==> config.mk <==
export PLATFORM = sky130hd
export DESIGN_NAME = arbiter_packet_rr
export DESIGN_NICKNAME = d
export VERILOG_FILES = /design/src/rtl/arbiter_packet_rr.sv
export SDC_FILE = /design/constraint.sdc
export NUM_CORES = 1
export LEC_CHECK = 0
export CAP_MARGIN = 15
export CORE_AREA = 2 2 110 112
export CTS_BUF_LIST = sky130_fd_sc_hd__clkbuf_4 sky130_fd_sc_hd__clkbuf_8 sky130_fd_sc_hd__clkbuf_16
export DETAILED_ROUTE_END_ITERATION = 7
export DIE_AREA = 0 0 112 114
export MAX_ROUTING_LAYER = met4
export PLACE_DENSITY = 0.78
export REMOVE_ABC_BUFFERS = 1
export SYNTH_ARGS = -nofsm -noshare
export SYNTH_HDL_FRONTEND = slang
export SYNTH_SLANG_ARGS = --single-unit
export TNS_END_PERCENT = 30
==> constraint.sdc <==
create_clock -name clk_i -period 5.3 [get_ports clk_i]
set_clock_uncertainty 0.15 [all_clocks]
set_input_delay 1.06 -clock clk_i [delete_from_list [all_inputs] [get_ports clk_i]]
set_output_delay 1.06 -clock clk_i [all_outputs]
set_load 0.02 [all_outputs]
==> src/rtl/arbiter_packet_rr.sv <==
// arbiter_packet_rr: packet-atomic round-robin merge of INPUT_NUMBER AXI-Stream
// inputs onto one output channel. A grant is taken on a routing-header beat
// while IDLE and held until the TLAST handshake, so packets never interleave.
// While LOCKED the granted input is passed straight through combinationally.
// Optional build macro: ARB_PKT_CNT_EN adds saturating per-input packet
// counters on pkt_count_o.

package axis_router_pkg;
  localparam int AXIS_DATA_WIDTH = 32;
  localparam int ID_WIDTH        = 4;
  localparam int DEST_WIDTH      = 4;
  localparam int USER_WIDTH      = 4;

  // TID value marking the first (routing header) beat of a packet
  localparam logic [ID_WIDTH-1:0] ROUTING_HEADER = 4'hF;

  typedef struct packed {
    logic [AXIS_DATA_WIDTH-1:0] TDATA;
    logic [ID_WIDTH-1:0]        TID;
    logic [DEST_WIDTH-1:0]      TDEST;
    logic [USER_WIDTH-1:0]      TUSER;
  } axis_data_t;

  typedef struct packed {
    logic       TVALID;
    logic       TLAST;
    axis_data_t data;
  } axis_mosi_t;

  typedef struct packed {
    logic TREADY;
  } axis_miso_t;
endpackage

`ifdef ARB_PKT_CNT_EN
// Per-input saturating packet counter
module arb_pkt_cnt (
  input  logic        clk_i,
  input  logic        rst_n_i,
  input  logic        inc_i,
  output logic [15:0] cnt_o
);
  logic [15:0] cnt_q;

  // count completed packets, sticking at all-ones
  always_ff @(posedge clk_i or negedge rst_n_i) begin
    if (!rst_n_i)                         cnt_q <= '0;
    else if (inc_i && cnt_q != 16'hFFFF)  cnt_q <= cnt_q + 16'd1;
  end

  assign cnt_o = cnt_q;
endmodule
`endif

module arbiter_packet_rr
  import axis_router_pkg::*;
#(
  parameter int INPUT_NUMBER       = 5,
  parameter int INPUT_NUMBER_WIDTH = $clog2(INPUT_NUMBER)
) (
  input  logic                                clk_i,
  input  logic                                rst_n_i,
  input  axis_mosi_t [INPUT_NUMBER-1:0]       in_mosi_i,
  output axis_miso_t [INPUT_NUMBER-1:0]       in_miso_o,
  output axis_mosi_t                          out_mosi_o,
  input  axis_miso_t                          out_miso_i,
  output logic                                locked_o,
  output logic [INPUT_NUMBER_WIDTH-1:0]       current_grant_o
`ifdef ARB_PKT_CNT_EN
  ,output logic [INPUT_NUMBER-1:0][15:0]      pkt_count_o
`endif
);

  typedef enum logic {IDLE, LOCKED} state_t;

  state_t                          state;
  logic [INPUT_NUMBER_WIDTH-1:0]   grant_q;
  logic [INPUT_NUMBER_WIDTH-1:0]   ptr_q;
  logic [INPUT_NUMBER-1:0]         req;
  logic [INPUT_NUMBER_WIDTH-1:0]   winner;
  logic                            last_xfer;

  // only a valid routing-header beat may ask for the channel
  always_comb begin
    req = '0;
    for (int i = 0; i < INPUT_NUMBER; i++)
      req[i] = in_mosi_i[i].TVALID && (in_mosi_i[i].data.TID == ROUTING_HEADER);
  end

  // round-robin search from ptr_q; descending scan so the nearest offset wins
  always_comb begin
    winner = '0;
    for (int k = INPUT_NUMBER-1; k >= 0; k--) begin
      if (req[(int'(ptr_q) + k) % INPUT_NUMBER])
        winner = INPUT_NUMBER_WIDTH'((int'(ptr_q) + k) % INPUT_NUMBER);
    end
  end

  // pass-through of the granted input; everything quiet while IDLE
  always_comb begin
    out_mosi_o = '0;
    in_miso_o  = '0;
    if (state == LOCKED) begin
      out_mosi_o         = in_mosi_i[grant_q];
      in_miso_o[grant_q] = out_miso_i;
    end
  end

  assign last_xfer = (state == LOCKED) && out_mosi_o.TVALID &&
                     out_mosi_o.TLAST && out_miso_i.TREADY;

  // grant on a header, release on the TLAST handshake, advance pointer past owner
  always_ff @(posedge clk_i or negedge rst_n_i) begin
    if (!rst_n_i) begin
      state   <= IDLE;
      grant_q <= '0;
      ptr_q   <= '0;
    end else begin
      case (state)
        IDLE: if (|req) begin
          grant_q <= winner;
          state   <= LOCKED;
        end
        LOCKED: if (last_xfer) begin
          state <= IDLE;
          ptr_q <= (grant_q == INPUT_NUMBER_WIDTH'(INPUT_NUMBER-1)) ?
                   '0 : grant_q + INPUT_NUMBER_WIDTH'(1);
        end
        default: state <= IDLE;
      endcase
    end
  end

  assign locked_o        = (state == LOCKED);
  assign current_grant_o = grant_q;

`ifdef ARB_PKT_CNT_EN
  for (genvar i = 0; i < INPUT_NUMBER; i++) begin : g_cnt
    arb_pkt_cnt u_cnt (
      .clk_i   (clk_i),
      .rst_n_i (rst_n_i),
      .inc_i   (last_xfer && (grant_q == INPUT_NUMBER_WIDTH'(i))),
      .cnt_o   (pkt_count_o[i])
    );
  end
`endif

endmodule

==> impl_metrics.ini, run 1 <==
[min_path]
worstHoldStart = ptr_q[0]
hp-class = reg2reg

[sta]
max_freq_ghz = 0.2263
max_slew_margin_pct = 24.99
hold_slack_ns = 0.5583
tightest_slew_ns = 1.125
finalSetupTns_ns = 0
fin_crit_sh_pct = 83.36
rsz0062_at_grt = no
hold_viol = 0
min_period_ns = 4.418
drv_slew = 0
setup_viol = 0

[pwr]
combPwrFrac_pct = 88.5
p_clk_share_pct = 4.1
power_density_nw_per_um2 = 476.0
power_switching_mw = 1.723
p_int_mw = 1.507
irDropWorstVdd_uv = 279.4
power.total_mw = 3.230
p_leak_nw = 2.444
sw_frac_of_total_pct = 53.35
seqPwrFrac_pct = 7.4

[synth]
ys_ff_latch = 7
synth_ff_type = dfrtp_1
async_reset_ff_share_pct = 100.0
syn-instance-count = 461
avgSynthCellArea_um2 = 8.142
yosysSeqAreaShare_pct = 4.667
synth.cell_area_um2 = 3754
synth_edf_count = 0
yosysUniqueCellTypes = 65
yosysWarnings = 0

[worst_setup_path]
path_max_fanout = 11
cp.required_ns = 5.28
critPathLaunch = ptr_q[2]
cp-start-kind = register
setup.worst_path.class = reg2reg
end_kind = register
worstReg2RegStart = ptr_q[2]
arrival_ns = 4.40

[cts]
clkSinkCount = 7
cts.clk_slew.worst_paths_ns = 0.04
clock_latency_ns = 0.23
cts_buffers = 3
ctsHtreeMaxLevel = 1
post_cts_buffers = 0
cts_tree = yes
clockBufferDepth = 2
holdBufCountCts = 0
cts-root-buf = clkbuf_16
cts_resized = 0

[routing]
detail_route.wl_per_cell_um = 23.22
routed_wl_um = 20170
drc = 0
ant_nets = 0
via_per_inst = 5.749
vias = 4996
drtIter0Drc = 460
drtPass1Iterations = 5

[floorplanning]
initial_core_util_pct = 32.05
die-height_um = 114
floorplan.rows = 40
io_pins = 288
die_area_um2 = 12770
core-area_um2 = 11710
die_w_um = 112

[global_routing]
grt_start_max_net_pins = 59
grt_usage_pct = 30.79
grt-ovfl-total = 0
grt_antenna_before_repair = 2
grt_pass1_vias = 4852
grt_pass1_wl_um = 29430

[placement]
hpwl_um = 16460
numPortBuffers = 287
routabilityCongestion = 1.054

[cells_and_area]
syn_to_final_growth_pct = 80.77
post_route_cells_drive_above_1_share_pct = 9.861
final_core_util_pct = 57.94
final_common_cell = clkdlybuf4s50_1
final_cell_mix = 287 x clkdlybuf4s50_1, 64 x nor2_1, 55 x a21oi_1
fin_nets = 978

[job]
maxCapViolations = 0

[outcome]
outcome = completed
-- layer usage --
layer	up-vias	global-route usage, %	part of all wire (%)
li1	2264	-	-
met1	2462	41.76	43
met2	236	47.96	46
met3	34	6.642	8.6
met4	0	6.179	2.1
met5	-	-	0
-- kinds of logic (layout without fill, tap and decap cells) --
| group | after synthesis | in the layout | share of synthesized area, % |
|---|---|---|---|
| other | 0 | 2 | 0 |
| XOR/XNOR | 10 | 10 | 3.034 |
| adder cells (fa/ha/maj) | 24 | 24 | 8.200 |
| AO/OA/AOI/OAI | 123 | 123 | 22.07 |
| multiplexers | 59 | 59 | 30.83 |
| flip-flops | 7 | 7 | 4.667 |
| buffers and inverters | 53 | 312 | 6.000 |
| AND/OR/NAND/NOR | 185 | 185 | 25.20 |
-- per-stage QoR --
stage               std cells  setup WS [ns]  cell area (um2)
global route              869         0.5070             6785
floorplan                 425         0.8068             3592
finish                    869         0.8819             6785
global placement          863         0.9810             6698
CTS                       867         0.8636             6780
detailed placement        863         0.8828             6698
-- power by group through the flow --
stage / clock network [mW] / registers, mW / logic [mW]
2_1_floorplan: 0 / 0.233 / 1.78
6_report: 0.134 / 0.238 / 2.86
3_3_place_gp: 0 / 0.236 / 2.77
3_5_place_dp: 0 / 0.240 / 2.82
5_1_grt: 0.140 / 0.253 / 3.09
4_1_cts: 0.137 / 0.239 / 2.84
-- sequential cells by signal, indices dropped and copies added (netlist names) --
name and cells:
locked_o 1, current_grant_o 3, ptr_q 3
-- Yosys cell counts (all sizes together) (4+ instances only) --
library cell	number	area, um2
mux4	45	1013
a31oi	4	25.02
nor2b	47	294.0
xnor2	8	77.58
inv	17	63.81
ha	23	287.8
o21ai	14	70.06
a21o	5	37.54
buf	13	75.06
nand2b	4	25.02
mux2i	11	110.1
dfrtp	7	175.2
o221ai	4	35.03
nand2	21	78.83
clkbuf	23	86.33
nor4	5	31.28
nor2	64	240.2
and3	8	50.05
and2	4	25.02
nand4b	4	35.03
nand3	14	70.07
a21oi	55	275.3
-- critical path, cell delays in order, from the launching register on --
cell and delay, ns:
dfrtp_1 0.69, inv_1 0.26, ha_1 0.41, o21ai_1 0.25, nand2_1 0.10, xnor2_1 0.20
ha_1 0.20, fa_1 0.20, nand4_1 0.23, xnor2_1 0.39, mux2i_1 0.32, o221ai_1 0.26
nor4_1 0.35, nor3_1 0.10, o31ai_1 0.22
-- cell type report --
class / count / area [um2]
fill: 1078 / 4926
multi-input combinational: 401 / 3353
timing repair buffer: 291 / 2915
tap: 147 / 183.9
sequential: 7 / 181.4
clock buffer: 4 / 82.58
inverter: 17 / 63.81
antenna: 2 / 5.005
-- worst paths after layout --
kind | slack, ns | to | cells past startpoint
worst max register to register | 0.88 | current_grant_o[1] | 14
worst min-delay path | 0.56 | ptr_q[0] | 2
min in group asynchronous | 0.98 | ptr_q[1] | 1
worst min register to register | 0.56 | ptr_q[0] | 2
max in group asynchronous | 3.70 | current_grant_o[0] | 1
worst max-delay path | 0.88 | current_grant_o[1] | 14
Note: power is estimated with default switching activity, not from simulation.
==> inputs of run 2 (changes only) <==
==> constraint.sdc (replaced) <==
create_clock -name clk_i -period 4.6 [get_ports clk_i]
set_clock_uncertainty 0.15 [all_clocks]
set_input_delay 0.92 -clock clk_i [delete_from_list [all_inputs] [get_ports clk_i]]
set_output_delay 0.92 -clock clk_i [all_outputs]
set_load 0.02 [all_outputs]
==> impl_metrics.ini, run 2 (synthesis gave the netlist of run 1 again) <==
[cts]
cts_tree = yes
cts.clk_slew.worst_paths_ns = 0.04
ctsHtreeMaxLevel = 1
cts_buffers = 3
clkSinkCount = 7
cts-root-buf = clkbuf_16
clock_latency_ns = 0.24
clockBufferDepth = 2

[global_routing]
grt_antenna_before_repair = 2
grt_start_max_net_pins = 54
grt_pass1_wl_um = 30620
grt-ovfl-total = 0
grt_pass1_vias = 4998
grt_usage_pct = 32.05

[job]
maxCapViolations = 0

[sta]
fin_crit_sh_pct = 94.02
max_slew_margin_pct = 40.93
setup_viol = 0
drv_slew = 0
min_period_ns = 4.325
max_freq_ghz = 0.2312
rsz0062_at_grt = no
hold_slack_ns = 0.5419
finalSetupTns_ns = 0
hold_viol = 0
tightest_slew_ns = 0.8861
fin_ws_ns = 0.2752

[routing]
vias = 5107
via_per_inst = 5.810
routed_wl_um = 20760
drtPass1Iterations = 5
ant_nets = 0
drtIter0Drc = 490
detail_route.wl_per_cell_um = 23.62
drc = 0

[placement]
routabilityCongestion = 0.9740
numPortBuffers = 287
hpwl_um = 16980
dp_cells = 869
placed_area_um2 = 6743
preCtsSetupSlack_ns = 0.3379

[worst_setup_path]
path_max_fanout = 10
setup.worst_path.class = reg2reg
cp-start-kind = register
end_kind = register
arrival_ns = 4.32
cp.required_ns = 4.59

[min_path]
hp-class = reg2reg

[cells_and_area]
final_common_cell = clkdlybuf4s50_1
n_fill_cell = 1048
final_cell_mix = 287 x clkdlybuf4s50_1, 64 x nor2_1, 55 x a21oi_1
design_area_um2 = 6872
syn_to_final_growth_pct = 83.07
fin_nets = 988
instances_no_fill = 879
post_route_cells_drive_above_1_share_pct = 11.37

[floorplanning]
core-area_um2 = 11710
die-height_um = 114
initial_core_util_pct = 32.05
die_area_um2 = 12770
die_w_um = 112
io_pins = 288
floorplan.rows = 40

[pwr]
irDropWorstVdd_uv = 337.1
power_density_nw_per_um2 = 558.4
p_leak_nw = 2.497

[outcome]
outcome = completed
run 2: changes by cell type in the layout (fill, tap and decap cells not counted), sizes merged:
cell / change
inv: -1
buf: +10
clkinvlp: +1
run 2: per-stage QoR:
stage          power (mW)  util [%]
3_3_place_gp        3.505     57.57
3_5_place_dp        3.578     57.57
2_1_floorplan       2.321         -
5_1_grt             4.101     58.68
4_1_cts             3.756     58.28
6_report            3.837     58.68
run 2: where the power goes:
group / switching (mW) / internal, mW
combinational: 1.92 / 1.58
sequential: 0.0851 / 0.0891
clock: 0.0386 / 0.122
total: 2.05 / 1.79
run 2: repair_timing:
| item | in CTS | in global routing |
|---|---|---|
| setup endpoints to repair | 0 | 1 |
| hold endpoints to repair | 0 | 0 |
| hold buffers | 0 | 0 |
| buffers inserted | 0 | 4 |
| gates resized for setup | 0 | 2 |
run 2: worst max-delay path: stages, from the launching register on:
cell        delay [ns]
dfrtp_1           0.50
clkinvlp_4        0.30
ha_1              0.40
xnor2_1           0.39
o211ai_2          0.15
and2_1            0.22
ha_1              0.28
a221oi_2          0.35
a211oi_1          0.12
a221oi_1          0.43
a2bb2o_4          0.28
a2111oi_4         0.34
nor3_1            0.10
o31ai_1           0.22
run 2: layer usage:
metal  vias up  part of all wire (%)  track usage, %
li1       2278                     -               -
met1      2543                    42           42.34
met2       257                    48           51.64
met3        29                   8.5           6.111
met4         0                   2.0           7.073
met5         -                     0               -
run 2: cell type report:
cell class              instances  area, um2  share of cell area, %
diodes                          2      5.005                0.07283
flip-flops and latches          7      181.4                  2.640
inverters                      17      67.56                 0.9832
clock buffers                   4      82.58                  1.202
well taps                     147      183.9                  2.677
multi-input cells             401       3361                  48.91
repair buffers                301       2990                  43.52
run 2: final timing paths:
kind | from | endpoint | slack, ns | cells past startpoint
worst max-delay path | ptr_q[1] | current_grant_o[1] | 0.28 | 13
worst min-delay path | ptr_q[2] | ptr_q[2] | 0.54 | 2
worst max register to register | ptr_q[1] | current_grant_o[1] | 0.28 | 13
worst min register to register | ptr_q[2] | ptr_q[2] | 0.54 | 2
max in group asynchronous | rst_n_i | current_grant_o[0] | 3.16 | 1
min in group asynchronous | rst_n_i | ptr_q[1] | 0.83 | 1
